--- config.mk ---
export PLATFORM = sky130hd
export DESIGN_NAME = mem_bus_stage
export DESIGN_NICKNAME = d
export VERILOG_FILES = /design/src/rtl/mem_bus_stage.sv
export SDC_FILE = /design/constraint.sdc
export NUM_CORES = 1
export LEC_CHECK = 0
export BUFFER_PORTS_ARGS = -buffer_cell sky130_fd_sc_hd__buf_4
export CORE_AREA = 4 4 152 154
export CTS_CLUSTER_SIZE = 14
export DETAILED_ROUTE_END_ITERATION = 10
export DIE_AREA = 0 0 156 158
export GPL_TIMING_DRIVEN = 0
export SYNTH_ARGS = -nofsm -noshare
export SYNTH_HDL_FRONTEND = slang
export SYNTH_SLANG_ARGS = --single-unit
--- constraint.sdc ---
create_clock -name clk -period 5.4 [get_ports clk]
set_input_delay 0 -clock clk [delete_from_list [all_inputs] [get_ports clk]]
set_output_delay 0 -clock clk [all_outputs]
set_load 0.1 [all_outputs]
--- src/rtl/mem_bus_stage.sv ---
// MEM pipeline stage: runs loads/stores/LL/SC as a request/acknowledge
// transaction on the external data bus, formats load data, owns the LL/SC
// link bit and asks the control module to stall while a transfer is pending.
module mem_bus_stage #(
   parameter int unsigned BUS_TIMEOUT = 255
) (
   input  logic        clk,
   input  logic        rst,
   input  logic [5:0]  stall_i,
   input  logic        flush_i,
   input  logic [4:0]  wd_i,
   input  logic        wreg_i,
   input  logic [31:0] wdata_i,
   input  logic [31:0] hi_i,
   input  logic [31:0] lo_i,
   input  logic        whilo_i,
   input  logic [7:0]  aluop_i,
   input  logic [31:0] mem_addr_i,
   input  logic [31:0] reg2_i,
   input  logic [31:0] bus_data_i,
   input  logic        bus_ack_i,
   output logic [31:0] bus_addr_o,
   output logic [31:0] bus_data_o,
   output logic        bus_we_o,
   output logic [3:0]  bus_sel_o,
   output logic        bus_stb_o,
   output logic        stallreq_o,
   output logic [4:0]  wd_o,
   output logic        wreg_o,
   output logic [31:0] wdata_o,
   output logic [31:0] hi_o,
   output logic [31:0] lo_o,
   output logic        whilo_o,
   output logic        llbit_o
);

   localparam logic [7:0] EXE_LB_OP  = 8'b1110_0000;
   localparam logic [7:0] EXE_LBU_OP = 8'b1110_0100;
   localparam logic [7:0] EXE_LH_OP  = 8'b1110_0001;
   localparam logic [7:0] EXE_LHU_OP = 8'b1110_0101;
   localparam logic [7:0] EXE_LW_OP  = 8'b1110_0011;
   localparam logic [7:0] EXE_SB_OP  = 8'b1110_1000;
   localparam logic [7:0] EXE_SH_OP  = 8'b1110_1001;
   localparam logic [7:0] EXE_SW_OP  = 8'b1110_1011;
   localparam logic [7:0] EXE_LL_OP  = 8'b1111_0000;
   localparam logic [7:0] EXE_SC_OP  = 8'b1111_1000;
   localparam int unsigned CW = $clog2(BUS_TIMEOUT + 1);

   typedef enum logic [1:0] {S_IDLE = 2'd0, S_BUSY = 2'd1, S_HOLD = 2'd2} state_e;

   // Big-endian byte lanes for the access size.
   function automatic logic [3:0] lane_sel(input logic [7:0] op, input logic [1:0] a);
      logic [3:0] s;
      case (op)
         EXE_LB_OP, EXE_LBU_OP, EXE_SB_OP: begin
            case (a)
               2'b00:   s = 4'b1000;
               2'b01:   s = 4'b0100;
               2'b10:   s = 4'b0010;
               default: s = 4'b0001;
            endcase
         end
         EXE_LH_OP, EXE_LHU_OP, EXE_SH_OP: s = a[1] ? 4'b0011 : 4'b1100;
         default: s = 4'b1111;
      endcase
      return s;
   endfunction

   // Store data replicated across all lanes so the selected lane carries it.
   function automatic logic [31:0] store_data(input logic [7:0] op, input logic [31:0] r);
      logic [31:0] d;
      case (op)
         EXE_SB_OP:            d = {4{r[7:0]}};
         EXE_SH_OP:            d = {2{r[15:0]}};
         EXE_SW_OP, EXE_SC_OP: d = r;
         default:              d = 32'd0;
      endcase
      return d;
   endfunction

   // Value written back on completion: formatted load data, 1 for SC, 0 for stores.
   function automatic logic [31:0] fmt_result(input logic [7:0] op, input logic [1:0] a,
                                              input logic [31:0] d);
      logic [7:0]  b;
      logic [15:0] h;
      logic [31:0] r;
      case (a)
         2'b00:   b = d[31:24];
         2'b01:   b = d[23:16];
         2'b10:   b = d[15:8];
         default: b = d[7:0];
      endcase
      h = a[1] ? d[15:0] : d[31:16];
      case (op)
         EXE_LB_OP:            r = {{24{b[7]}}, b};
         EXE_LBU_OP:           r = {24'd0, b};
         EXE_LH_OP:            r = {{16{h[15]}}, h};
         EXE_LHU_OP:           r = {16'd0, h};
         EXE_LW_OP, EXE_LL_OP: r = d;
         EXE_SC_OP:            r = 32'd1;
         default:              r = 32'd0;
      endcase
      return r;
   endfunction

   state_e        state_q, state_d;
   logic [CW-1:0] cnt_q, cnt_d;
   logic          llbit_q, llbit_d;
   logic [31:0]   rd_buf_q, rd_buf_d;
   logic          req_s, stallreq_s;
   logic          is_load_s, is_store_s, is_ll_s, is_sc_s, is_mem_s;
   logic          mem_wreg_s;
   logic [31:0]   result_s;
   logic          unused_stall_s;

   assign unused_stall_s = ^{stall_i[5], stall_i[3:0]};

   assign is_load_s  = (aluop_i == EXE_LB_OP) || (aluop_i == EXE_LBU_OP) ||
                       (aluop_i == EXE_LH_OP) || (aluop_i == EXE_LHU_OP) ||
                       (aluop_i == EXE_LW_OP);
   assign is_store_s = (aluop_i == EXE_SB_OP) || (aluop_i == EXE_SH_OP) ||
                       (aluop_i == EXE_SW_OP);
   assign is_ll_s    = (aluop_i == EXE_LL_OP);
   assign is_sc_s    = (aluop_i == EXE_SC_OP);
   assign is_mem_s   = is_load_s || is_store_s || is_ll_s || is_sc_s;
   assign mem_wreg_s = is_store_s ? 1'b0 : (is_sc_s ? 1'b1 : wreg_i);
   assign result_s   = fmt_result(aluop_i, mem_addr_i[1:0], bus_data_i);

   // State, timeout counter, link bit and read buffer registers.
   always_ff @(posedge clk or negedge rst) begin
      if (!rst) begin
         state_q  <= S_IDLE;
         cnt_q    <= '0;
         llbit_q  <= 1'b0;
         rd_buf_q <= 32'd0;
      end else begin
         state_q  <= state_d;
         cnt_q    <= cnt_d;
         llbit_q  <= llbit_d;
         rd_buf_q <= rd_buf_d;
      end
   end

   // Next-state logic and MEM/WB outputs; flush overrides everything.
   always_comb begin
      state_d    = state_q;
      cnt_d      = '0;
      llbit_d    = llbit_q;
      rd_buf_d   = rd_buf_q;
      req_s      = 1'b0;
      stallreq_s = 1'b0;
      wd_o       = wd_i;
      wreg_o     = wreg_i;
      wdata_o    = wdata_i;
      hi_o       = hi_i;
      lo_o       = lo_i;
      whilo_o    = whilo_i;
      if (flush_i) begin
         state_d = S_IDLE;
         llbit_d = 1'b0;
         wreg_o  = 1'b0;
         whilo_o = 1'b0;
         wdata_o = 32'd0;
      end else begin
         case (state_q)
            S_IDLE: begin
               if (is_mem_s) begin
                  wreg_o  = mem_wreg_s;
                  wdata_o = 32'd0;
                  if (is_sc_s && !llbit_q) begin
                     wdata_o = 32'd0;
                  end else if (!stall_i[4]) begin
                     req_s = 1'b1;
                     if (bus_ack_i) begin
                        wdata_o  = result_s;
                        rd_buf_d = result_s;
                        llbit_d  = is_ll_s ? 1'b1 : (is_sc_s ? 1'b0 : llbit_q);
                     end else begin
                        stallreq_s = 1'b1;
                        state_d    = S_BUSY;
                     end
                  end else begin
                     wdata_o = 32'd0;
                  end
               end else begin
                  wdata_o = wdata_i;
               end
            end
            S_BUSY: begin
               wreg_o = mem_wreg_s;
               if (bus_ack_i) begin
                  req_s    = 1'b1;
                  wdata_o  = result_s;
                  rd_buf_d = result_s;
                  llbit_d  = is_ll_s ? 1'b1 : (is_sc_s ? 1'b0 : llbit_q);
                  state_d  = stall_i[4] ? S_HOLD : S_IDLE;
               end else if (cnt_q == CW'(BUS_TIMEOUT)) begin
                  // Abandoned access: complete with zero data and no write-back.
                  wreg_o   = 1'b0;
                  wdata_o  = 32'd0;
                  rd_buf_d = 32'd0;
                  state_d  = S_IDLE;
               end else begin
                  req_s      = 1'b1;
                  stallreq_s = 1'b1;
                  wdata_o    = 32'd0;
                  cnt_d      = cnt_q + CW'(1);
               end
            end
            S_HOLD: begin
               wreg_o  = mem_wreg_s;
               wdata_o = rd_buf_q;
               if (!stall_i[4]) begin
                  state_d = S_IDLE;
               end else begin
                  state_d = S_HOLD;
               end
            end
            default: begin
               state_d = S_IDLE;
            end
         endcase
      end
   end

   // Bus drive; reset kills the request immediately, even mid-transfer.
   always_comb begin
      if (req_s && rst) begin
         bus_stb_o  = 1'b1;
         bus_we_o   = is_store_s || is_sc_s;
         bus_sel_o  = lane_sel(aluop_i, mem_addr_i[1:0]);
         bus_addr_o = {mem_addr_i[31:2], 2'b00};
         bus_data_o = store_data(aluop_i, reg2_i);
      end else begin
         bus_stb_o  = 1'b0;
         bus_we_o   = 1'b0;
         bus_sel_o  = 4'b0000;
         bus_addr_o = 32'd0;
         bus_data_o = 32'd0;
      end
   end

   assign stallreq_o = stallreq_s && rst;
   assign llbit_o    = llbit_q;

endmodule
==> run summary, run 1 <==
The flow ran to the end, and the final reports show no timing, DRC or antenna violations. In this run the vertical extent of the chip is 158 um. The tools report the nature of the critical path startpoint as a register. The type of the most critical hold path is input pin to register. Worst path arrival time: 3.18 ns. The tools report the type of element capturing the critical path as an output pin. The internal cell power was 0.718 mW; the effective utilization at floorplan was 24.6%. Clock tree skew after final layout: 0.00803 ns. The number of global-route vias before repair is 6,609. For the portion of the post-synthesis area used by sequential elements, the log shows 20.2%. The total clock buffers created by CTS is 5, and the achievable frequency is 314 MHz.

The via count of the routed design is 6,888, and the mean cell area of the mapped netlist is 7.40 um^2. Of the cells placed in the final design, the portion with a size suffix greater than 1 is 44.0%. The first-pass GRT wire length is 40,600 um, and the detailed router's first-iteration violation count is 481. Of all flip-flops after synthesis, the portion carrying an async set or reset was 100%. Setup repair after global routing left no endpoint under its margin. Net switching is 46.0% of the power. The analysis attributes to cell leakage a power of 3.86 nW.

After floorplanning, the core was sized to cover 21,700 um^2. The count of input and output buffers is 313. The area growth from synthesis to layout is 54.2%.

The cell area that synthesis handed to floorplanning was 5330 um^2. The transition time at the pin with the least slew margin is 1.15 ns. The post-CTS setup repair buffer count was 0; the depth of the CTS H-tree was 2. The die covers 24,600 um^2.

The clock period could shrink to 3.18 ns. Counting every instance in the synthesized netlist gives 721. Entering global routing, the biggest net connects 45 pins. The run gives 392 as the I/O pin count. In the final routed layout, each cell accounts on average for 21.7 um.

Per report_power, the clock group accounts for 25.3% of the total. The number of synthesized register bits came out at 43. The tree is rooted in a sky130_fd_sc_hd__clkbuf_16. The number of synthesized flops with an enable pin was 0; the portion of the clock cycle consumed by the worst path in the final layout was 58.9%. The hold violation total from the final report was 0. The x dimension of the die came out at 156 um. After clock tree synthesis, the clock-pin slew on the worst setup and hold paths is 0.07 ns. For the number of nets in the layout, the log shows 1,262.

The logs give 0 ns for the setup TNS and 43 for the CTS sink count. The number of violations of the max-capacitance limit is 0, and the count of unresolved DRC violations after routing is 0. For the final critical-path setup slack, the log shows 2.22 ns. The initial antenna violation count was 5.

Hold is met by 0.0505 ns. The logs give 24.4% for the part of the total power dissipated in sequential elements and 22.3% for the headroom to the max-slew limit. The routability congestion estimate from global placement was 0.937. In this run, the combinational gates consume 50.3% of the power.

The final setup violation count was 0; the critical path required time was 5.40 ns. The total of cells resized after clock tree synthesis came out at 0. Dividing total power by cell area gives a power density of 162 nW/um^2.

In this run, placement finished with an instance count of 1,315. The critical path in this run is classified as register to output pin. Total power for the finished layout comes to 1.33 mW. The count of pins over their slew limit was 0. In the synthesized netlist the dominant register cell turns out to be sky130_fd_sc_hd__dfrtp_1.

Across every metal layer, demand over resource in global routing totals 21.3%. The tools report the maximum ir drop on the vdd rail as 0.000114 V. The logs give 23,900 um for the detailed-placement wirelength estimate and 5 for the number of optimization iterations in the first detailed-route pass. The finished layout holds 1,326 standard cells, fillers aside.

After floorplanning, the core was divided into 54 placement rows. The detailed-route vias per instance is 5.19. The yosys synthesis warning count is 0. The run gives 0 as the count of nets left with antenna violations after detail routing. The maximum fanout along the worst path was 10; the net switching power figure was 0.612 mW. After synthesis, the netlist uses 64 different library cells. The buffer levels on the longest clock path is 2, and the clock insertion delay at the later pin of the skew report is 0.30 ns. The run gives 0 as the remaining global-route overflow. The overall routed net length was 28,800 um. TritonCTS built the clock tree. The worst slack at placement is 2.55 ns.
per-layer routing:
layer,wire (um),share of wire [%],track usage [%],vias to the layer above
met5,61,0.21,0,-
met2,14100,49,36.3,331
met4,694,2.4,5.67,8
li1,-,-,-,3216
met1,11400,40,26.8,3287
met3,2540,8.8,5.19,46
cell type report:
type | instances | area, um^2
clock buffers | 7 | 153
inverters | 7 | 26.3
flip-flops and latches | 43 | 1080
clock inverters | 1 | 7.51
plain buffers | 136 | 810
repair buffers | 315 | 2370
diodes | 1 | 2.50
multi-input cells | 536 | 3430
well taps | 280 | 350
fillers | 2353 | 13500
cells in the final DEF, fill, tap and decap left out, types with 10 or more instances in the layout:
cell                          n
sky130_fd_sc_hd__nor2_1      44
sky130_fd_sc_hd__a211o_1     16
sky130_fd_sc_hd__buf_4      387
sky130_fd_sc_hd__dfrtp_1     43
sky130_fd_sc_hd__o21ai_0     31
sky130_fd_sc_hd__a22oi_1     17
sky130_fd_sc_hd__and2_1      10
sky130_fd_sc_hd__mux2i_1     14
sky130_fd_sc_hd__a311oi_1    17
sky130_fd_sc_hd__o2bb2ai_1   14
sky130_fd_sc_hd__o22ai_1     15
sky130_fd_sc_hd__buf_2       16
sky130_fd_sc_hd__nand2_1     86
sky130_fd_sc_hd__clkbuf_1    38
sky130_fd_sc_hd__a21oi_1     95
sky130_fd_sc_hd__and3_1      33
sky130_fd_sc_hd__mux2_2      33
power groups by stage:
stage / combinational (mW) / sequential, mW / clock (mW)
final: 0.668 / 0.325 / 0.337
after CTS: 0.669 / 0.325 / 0.338
after global placement: 0.663 / 0.331 / 0
after floorplan: 0.458 / 0.331 / 0
after detailed placement: 0.666 / 0.331 / 0
after global routing: 0.693 / 0.325 / 0.348
cell usage after synthesis (all sizes together) (7+ instances only):
library cell  number  share of area (%)
o21a               8                1.1
nand2             86                6.1
o21ai             31                2.9
o22ai             15                1.8
clkbuf            39                2.8
a221oi             7                1.1
buf               97                 12
mux2i             14                2.6
and3              33                3.9
a311oi            17                2.8
and2              11                1.3
nand2b             8               0.94
nor2              45                3.2
o2bb2ai           14                2.3
mux2              33                7.0
a211o             16                2.6
o21bai             8                1.1
a21oi             95                8.9
dfrtp             43                 20
a22oi             17                2.4
repair_timing:
action                     in CTS  in global routing
hold endpoints to repair       44                  0
hold buffers                    2                  0
setup endpoints to repair       0                  0
sequential cells by signal (all words and copies together), names as in the netlist:
name,cells
rd_buf_q,32
state_q,2
llbit_o,1
cnt_q,8
per-stage QoR:
| step | util (%) | area, um^2 |
|---|---|---|
| final | 37.9 | 8230 |
| after global routing | 37.9 | 8230 |
| after CTS | 37.9 | 8220 |
| after detailed placement | 37.1 | 8040 |
| after global placement | 37.1 | 8040 |
| after floorplan | - | 5340 |
logic make-up (layout without fill, tap and decap cells):
group                      Yosys count  count (layout)  share of synthesized area [%]
DFF                                 43              43                           20.2
AOI/OAI and AO/OA                  262             262                           33.2
muxes                               47              47                           9.59
other                                1               3                         0.0703
and+or+nand+nor                    218             218                           20.1
xor gates and xnor gates             6               6                          0.985
adders and majority gates            1               1                          0.235
buffers and inverters              143             466                           15.7
final timing paths:
path	startpoint	slack, ns	cells past startpoint	end
setup / recovery	state_q[0]$_DFFE_PN0P_	2.22	6	wdata_o[15]
hold / removal	bus_data_i[5]	0.05	3	rd_buf_q[5]$_DFFE_PN0P_
setup reg to reg	state_q[0]$_DFFE_PN0P_	2.91	7	rd_buf_q[13]$_DFFE_PN0P_
hold reg to reg	rd_buf_q[2]$_DFFE_PN0P_	0.49	1	rd_buf_q[2]$_DFFE_PN0P_
max in group asynchronous	rst	4.73	2	rd_buf_q[13]$_DFFE_PN0P_
min in group asynchronous	rst	0.25	2	rd_buf_q[24]$_DFFE_PN0P_
worst max-delay path: stages, from the launching register on:
cell and delay, ns:
sky130_fd_sc_hd__dfrtp_1 0.47, sky130_fd_sc_hd__clkbuf_1 0.32, sky130_fd_sc_hd__nor3_1 0.93, sky130_fd_sc_hd__buf_2 0.39
sky130_fd_sc_hd__nand2_1 0.09, sky130_fd_sc_hd__a311oi_1 0.32, sky130_fd_sc_hd__buf_4 0.36
(Power assumes the default switching activity.)
==> run 2, diff against run 1 <==
- CORE_AREA: 4 4 152 154 -> 4 4 151 153
- DIE_AREA: 0 0 156 158 -> 0 0 155 157
- clock period: 5.4 -> 2.63 ns (I/O delays scaled with it)
==> run 2 against run 1 <==
  * Sequential power grew 110%
  * First-iteration DRC count grew 7.1%
  * Clock skew shrank 0.0023 ns
  * Sequential share of layout area shrank 0.33 points
  * Combinational power grew 110%
  * Flip-flop and latch count is the same
  * Critical path depth is the same
  * Cell area grew 2.7%
  * Wire length grew 4.3%
  * Core utilization grew 1.3 points
  * Clock-buffer cell count is the same
  * Critical path type unchanged
  * Largest cell class unchanged
==> run summary, run 2 (synthesis results as in run 1) <==
The flow ran to the end, and the final reports show no timing, DRC or antenna violations. The cell area power density was 330 nW/um^2 (was 162 nW/um^2); the hold violation total from the final report was 0 (unchanged). For the area of all placed cells without fillers, the log shows 8450 um^2 (was 8230 um^2). The number of optimization iterations in the first detailed-route pass was 5 (unchanged). The effective utilization at floorplan was 24.7% (was 24.6%); the internal cell power was 1.53 mW (was 0.718 mW). The tools report the total clock buffers created by CTS as 5 (unchanged). Instance count along the most critical hold path: 3 (unchanged).

The count of input and output buffers is 313 (unchanged), and the core area is 21,600 um^2 (was 21,700 um^2). The tools report the met1 demand-to-capacity share in global routing as 28.8% (was 26.8%). The via count of the routed design was 6,953 (was 6,888).

For the worst path arrival time, the log shows 2.62 ns (was 3.18 ns). The detailed router's first-iteration violation count came out at 515 (was 481). The tools report the nature of the critical path startpoint as a register (unchanged). The run gives 0.0464 ns (was 0.0505 ns) as the tightest hold margin. The run gives 0 (unchanged) as the final setup violation count.

The tools report the detailed-placement wirelength estimate as 24,500 um (was 23,900 um). The type of the most critical hold path was input pin to register (unchanged). The tools report the buffer levels on the longest clock path as 2 (unchanged). The final routed wire length divided by cell count is 22.6 um (was 21.7 um), and the number of core rows is 54 (unchanged). The standard cell area after detailed placement is 8160 um^2 (was 8040 um^2).

The register area was 1080 um^2 (about the same). The number of flip-flops under the largest register name came out at 32 (unchanged). The buffer type at the clock tree root was sky130_fd_sc_hd__clkbuf_16 (unchanged).

Met2 demand-to-capacity share in global routing: 39.0% (was 36.3%). The run gives 0 (unchanged) as the count of pins over their slew limit. Setup repair after global routing could not meet its margin everywhere.

The run gives 0.907 (was 0.937) as the routability congestion estimate from global placement. TritonCTS built the clock tree. Clock tree skew after final layout: 0.00577 ns (was 0.00803 ns). Top Registers: rd_buf_q: 32 flops, cnt_q: 8 flops, state_q: 2 flops (unchanged). Headroom to the max-slew limit: 17.7% (was 22.3%).

The minimum clock period after layout was 2.62 ns. First-pass GRT wire length: 42,300 um (was 40,600 um). The run gives 0.0112 ns (was 2.22 ns) as the final critical-path setup slack.

The number of global-route vias before repair was 6,663 (was 6,609); the portion of the clock cycle consumed by the worst path in the final layout was 99.6%. The leakage power is 3.95 nW (was 3.86 nW), and the global-route track usage on met3 is 5.14% (was 5.19%). For the net switching power figure, the log shows 1.26 mW (was 0.612 mW). For the pin count of the biggest net entering global routing, the log shows 45 (unchanged).

The run gives 382 MHz as the achievable frequency. The share of cells above drive strength 1 is 49.2% (was 44.0%), and the worst slack at placement is -0.570 ns (was 2.55 ns). Layout overhead on the synthesized area: 58.4% (was 54.2%). For the multi-input gate area in the final layout, the log shows 3600 um^2 (was 3430 um^2). Most used cells in the layout excluding fill and tap cells: 386 x sky130_fd_sc_hd__buf_4, 89 x sky130_fd_sc_hd__a21oi_1, 85 x sky130_fd_sc_hd__nand2_1 (was 387 x sky130_fd_sc_hd__buf_4, 95 x sky130_fd_sc_hd__a21oi_1, 86 x sky130_fd_sc_hd__nand2_1). The maximum ir drop on the vdd rail was 0.000220 V (was 0.000114 V); the maximum fanout along the worst path was 10 (unchanged). The chip height was 157 um (was 158 um); the depth of the CTS H-tree was 2 (unchanged). The combinational cell fraction of total power is 49.8% (was 50.3%), and the transition time at the pin with the least slew margin is 1.22 ns (was 1.15 ns).

The register with the most flip-flops was rd_buf_q (unchanged). The overall routed net length was 30,000 um (was 28,800 um). The logs give 0 (unchanged) for the number of violations of the max-capacitance limit and 26.3% (was 25.3%) for the clock network fraction of design power.

The count of nets left with antenna violations after detail routing came out at 0 (unchanged). Leading cell type in the layout, fill and taps excluded: sky130_fd_sc_hd__buf_4 (unchanged). Class of the most critical setup path: register to output pin (unchanged). The part of the total power dissipated in sequential elements is 24.0% (was 24.4%). The switching share of power works out to 45.2% (was 46.0%).

The fill cell instance count of the final layout is 2,313 (was 2,353). For the critical path required time, the log shows 2.63 ns (was 5.40 ns). The global-route total usage across every layer was 22.7% (was 21.3%); the initial antenna violation count was 3 (was 5). The tools report the total power consumption of the routed design as 2.78 mW (was 1.33 mW). The x dimension of the die works out to 155 um (was 156 um). The remaining global-route overflow is 0 (unchanged), and the detailed-route vias per instance is 5.24 (was 5.19). The run gives 24,300 um^2 (was 24,600 um^2) as the area of the die. The layer carrying the most global-route usage is met2 (unchanged). The post-layout utilization of the core is 39.2% (was 37.9%), and the clock insertion delay at the later pin of the skew report is 0.30 ns (about the same). The run gives 1,263 (was 1,262) as the number of nets in the layout. The count of unresolved DRC violations after routing was 0 (unchanged); the depth of the most critical reg-to-reg path was 7 (unchanged).

The run gives 43 (unchanged) as the CTS sink count. The clock-pin transition on the worst setup and hold timing paths works out to 0.07 ns (about the same). The tools report the type of element capturing the critical path as an output pin (unchanged). The I/O pin count was 392 (unchanged).
run 2: cell types whose count changed in the layout (fill, tap and decap cells not counted), sizes merged:
cell | before | now
clkinv | 1 | 0
diode | 1 | 2
clkbuf | 46 | 43
bufinv | 0 | 1
buf | 410 | 414
run 2: metrics by stage:
stage          std cells  setup TNS [ns]
6_report            1328               0
3_3_place_gp        1315          -13.71
2_1_floorplan        722          -10.68
4_1_cts             1326        -0.00282
5_1_grt             1328          -0.980
3_5_place_dp        1316          -13.24
run 2: power groups by stage:
| stage | registers (mW) | clock network (mW) | logic [mW] |
|---|---|---|---|
| floorplan | 0.679 | 0 | 0.946 |
| global placement | 0.679 | 0 | 1.36 |
| detailed placement | 0.679 | 0 | 1.37 |
| CTS | 0.667 | 0.738 | 1.38 |
| global route | 0.667 | 0.767 | 1.44 |
| finish | 0.667 | 0.731 | 1.39 |
run 2: routing by layer:
| layer | up-vias | wire [um] |
|---|---|---|
| li1 | 3218 | - |
| met1 | 3345 | 12000 |
| met2 | 351 | 14700 |
| met3 | 37 | 2640 |
| met4 | 2 | 565 |
| met5 | - | 17 |
run 2: cell type report:
class / count / area share (%)
clock buffer: 7 / 1.57
sequential: 43 / 12.8
multi-input combinational: 536 / 42.6
timing repair buffer: 318 / 28.4
antenna: 2 / 0.0593
tap: 280 / 4.15
clock inverter: 1 / 0.356
inverter: 7 / 0.356
buffer: 134 / 9.75
run 2: final timing paths:
path,startpoint,endpoint,slack [ns]
max in group asynchronous,rst,llbit_o$_DFFE_PN0P_,2.10
min in group asynchronous,rst,rd_buf_q[25]$_DFFE_PN0P_,0.20
max,state_q[1]$_DFFE_PN0P_,wdata_o[30],0.01
min reg2reg,rd_buf_q[2]$_DFFE_PN0P_,rd_buf_q[2]$_DFFE_PN0P_,0.48
max reg2reg,state_q[0]$_DFFE_PN0P_,rd_buf_q[10]$_DFFE_PN0P_,0.10
min,bus_data_i[6],rd_buf_q[6]$_DFFE_PN0P_,0.05
run 2: worst max-delay path, cell delays in order, from the launching register on:
cell and delay (ns):
sky130_fd_sc_hd__dfrtp_1 0.40, sky130_fd_sc_hd__clkbuf_2 0.21, sky130_fd_sc_hd__nor4_2 0.80, sky130_fd_sc_hd__buf_2 0.39
sky130_fd_sc_hd__nand2_1 0.11, sky130_fd_sc_hd__o21ai_2 0.09, sky130_fd_sc_hd__buf_4 0.32
run 2: repair_timing:
item	CTS	global route
gates resized for setup	17	24
pin swaps	1	0
buffers inserted	1	1
hold buffers	2	0
endpoints found under the hold margin	44	0
endpoints found under the setup margin	98	85
==> run 3, diff against run 2 <==
- CELL_PAD_IN_SITES_DETAIL_PLACEMENT: not set -> 1
- CELL_PAD_IN_SITES_GLOBAL_PLACEMENT: not set -> 2
- CORE_AREA: 4 4 151 153 -> not set
- CORE_MARGIN: not set -> 4
- CORE_UTILIZATION: not set -> 18
- DIE_AREA: 0 0 155 157 -> not set
- PLACE_DENSITY_LB_ADDON: not set -> 0.1
==> run 3 against run 2 <==
  * Fmax rose by 5.0%
  * Critical path depth rose by 2
  * Clock skew rose by 0.0023 ns
  * Via count fell by 3.5%
  * Critical endpoint is now wdata_o[0]
==> run summary, run 3 (synthesis results as in run 1) <==
Internal cell power: 1.53 mW (about the same). The count of nets left with antenna violations after detail routing is 0 (unchanged), and the number of flip-flops under the largest register name is 32 (unchanged). The final routed wire length divided by cell count works out to 21.5 um (was 22.6 um).

The number of global-route vias before repair was 7,127 (was 6,663); the share of cells above drive strength 1 was 49.8% (was 49.2%). For the depth of the CTS H-tree, the log shows 2 (unchanged). The tools report the total power consumption of the routed design as 2.83 mW (was 2.78 mW). The detailed-route vias per instance works out to 4.68 (was 5.24). The I/O pin count is 392 (unchanged), and the count of pins over their slew limit is 0 (unchanged). Routability congestion estimate from global placement: 0.781 (was 0.907).

The type of the most critical hold path was input pin to register (unchanged). Remaining global-route overflow: 0 (unchanged). The leading cell type in the layout, fill and taps excluded is sky130_fd_sc_hd__buf_4 (unchanged). The layout overhead on the synthesized area is 62.6% (was 58.4%), and the clock insertion delay at the later pin of the skew report is 0.31 ns (was 0.30 ns).

The logs give 0.00806 ns (was 0.00577 ns) for the clock tree skew after final layout and 6,708 (was 6,953) for the via count of the routed design. The headroom to the max-slew limit is 25.0% (was 17.7%), and the minimum clock period after layout is 2.49 ns (was 2.62 ns). The switching share of power is 46.0% (was 45.2%), and the overall routed net length is 30,800 um (was 30,000 um).

The logs give 45 (unchanged) for the pin count of the biggest net entering global routing and 1 (was 3) for the initial antenna violation count. Number of violations of the max-capacitance limit: 0 (unchanged). The worst slack at placement was -0.437 ns (was -0.570 ns); the total clock buffers created by CTS was 5 (unchanged). For the hold violation total from the final report, the log shows 0 (unchanged). The tools report the final critical-path setup slack as 0.137 ns (was 0.0112 ns).

The count of input and output buffers works out to 313 (unchanged). The detailed router's first-iteration violation count came out at 245 (was 515). The chip height came out at 180 um (was 157 um).

TritonCTS built the clock tree. The clock-pin transition on the worst setup and hold timing paths was 0.07 ns (about the same). The tools report the count of unresolved DRC violations after routing as 0 (unchanged).

Number of optimization iterations in the first detailed-route pass: 4 (was 5). The first-pass GRT wire length was 45,800 um (was 42,300 um); the critical path required time was 2.63 ns (about the same). Top Registers: rd_buf_q: 32 flops, cnt_q: 8 flops, state_q: 2 flops (unchanged). The portion of the clock cycle consumed by the worst path in the final layout works out to 94.8% (was 99.6%). The clock network fraction of design power is 27.5% (was 26.3%). The achievable frequency came out at 401 MHz (was 382 MHz). The x dimension of the die works out to 180 um (was 155 um). The global-route total usage across every layer is 17.9% (was 22.7%), and the number of nets in the layout is 1,266 (was 1,263).

Register with the most flip-flops: rd_buf_q (unchanged). The tools report the leakage power as 3.97 nW (was 3.95 nW). The nature of the critical path startpoint is a register (unchanged). The combinational cell fraction of total power is 49.0% (was 49.8%), and the detailed-placement wirelength estimate is 25,100 um (was 24,500 um). The maximum fanout along the worst path is 10 (unchanged), and the worst path arrival time is 2.49 ns (was 2.62 ns). Number of core rows: 62 (was 54). The cell area power density was 327 nW/um^2 (was 330 nW/um^2); the transition time at the pin with the least slew margin was 1.12 ns (was 1.22 ns). The CTS sink count is 43 (unchanged), and the final setup violation count is 0 (unchanged).

The tightest hold margin is 0.0360 ns (was 0.0464 ns). The run gives 1.30 mW (was 1.26 mW) as the net switching power figure. The tools report the effective utilization at floorplan as 18.4% (was 24.7%). The run finished with clean final reports. The type of element capturing the critical path is an output pin (unchanged). The buffer levels on the longest clock path is 2 (unchanged). Class of the most critical setup path: register to output pin (unchanged). Most used cells in the layout excluding fill and tap cells: 383 x sky130_fd_sc_hd__buf_4, 89 x sky130_fd_sc_hd__a21oi_1, 86 x sky130_fd_sc_hd__nand2_1 (was 386 x sky130_fd_sc_hd__buf_4, 89 x sky130_fd_sc_hd__a21oi_1, 85 x sky130_fd_sc_hd__nand2_1).

The run gives 28,900 um^2 (was 21,600 um^2) as the core area. The part of the total power dissipated in sequential elements was 23.5% (was 24.0%). The area of the die came out at 32,500 um^2 (was 24,300 um^2).

The tools report the post-layout utilization of the core as 30.0% (was 39.2%). The tools report the buffer type at the clock tree root as sky130_fd_sc_hd__clkbuf_16 (unchanged). The maximum ir drop on the vdd rail was 0.000207 V (was 0.000220 V).
## run 3: final cells by class
class	count	area, um^2
antenna	1	2.50
buffer	135	838
clock buffer	5	125
clock inverter	3	46.3
fill	3520	20300
inverter	7	31.3
multi-input combinational	536	3630
sequential	43	1080
tap	384	480
timing repair buffer	319	2430
timing repair inverter	1	7.51
## run 3: critical path, stage by stage, from the launching register on
cell and delay [ns]:
sky130_fd_sc_hd__dfrtp_1 0.42, sky130_fd_sc_hd__nand2b_2 0.31, sky130_fd_sc_hd__nor2_2 0.20, sky130_fd_sc_hd__a31oi_2 0.07, sky130_fd_sc_hd__or2_1 0.24, sky130_fd_sc_hd__buf_2 0.21, sky130_fd_sc_hd__clkbuf_4 0.23, sky130_fd_sc_hd__o22ai_1 0.24
sky130_fd_sc_hd__buf_6 0.28
## run 3: what timing repair did
action	in CTS	in global routing
hold buffers	2	0
pin swaps	2	1
hold endpoints to repair	44	0
resized for setup	29	25
endpoints found under the setup margin	97	76
cloned	0	1
setup buffers	2	2
## run 3: final timing paths
check	startpoint	endpoint	slack, ns	cells past startpoint
min reg2reg	rd_buf_q[1]$_DFFE_PN0P_	rd_buf_q[1]$_DFFE_PN0P_	0.49	1
max	state_q[1]$_DFFE_PN0P_	wdata_o[0]	0.14	8
min in group asynchronous	rst	rd_buf_q[24]$_DFFE_PN0P_	0.20	2
max in group asynchronous	rst	llbit_o$_DFFE_PN0P_	2.09	2
min	bus_data_i[1]	rd_buf_q[1]$_DFFE_PN0P_	0.04	3
max reg2reg	cnt_q[0]$_DFF_PN0_	rd_buf_q[24]$_DFFE_PN0P_	0.20	7
## run 3: metrics by stage
stage	cell area [um^2]	setup TNS, ns	cells
4_1_cts	8570	-0.0186	1431
6_report	8670	0	1434
2_1_floorplan	5450	-10.68	722
3_5_place_dp	8280	-10.08	1419
3_3_place_gp	8280	-9.14	1419
5_1_grt	8670	-0.00146	1434
## run 3: per-layer routing
layer	track usage (%)	share of wire, %	wire, um	vias up
met4	3.06	0.98	301	0
met2	32.9	52	16100	233
li1	-	-	-	3218
met1	22.3	41	12600	3238
met3	3.03	5.6	1720	19
met5	0	0	0	-
## run 3: power by group through the flow
stage,Combinational (mW),Sequential (mW),Clock (mW)
floorplan,0.946,0.679,0
global placement,1.38,0.679,0
detailed placement,1.38,0.679,0
CTS,1.40,0.666,0.798
global route,1.46,0.667,0.826
finish,1.39,0.666,0.779
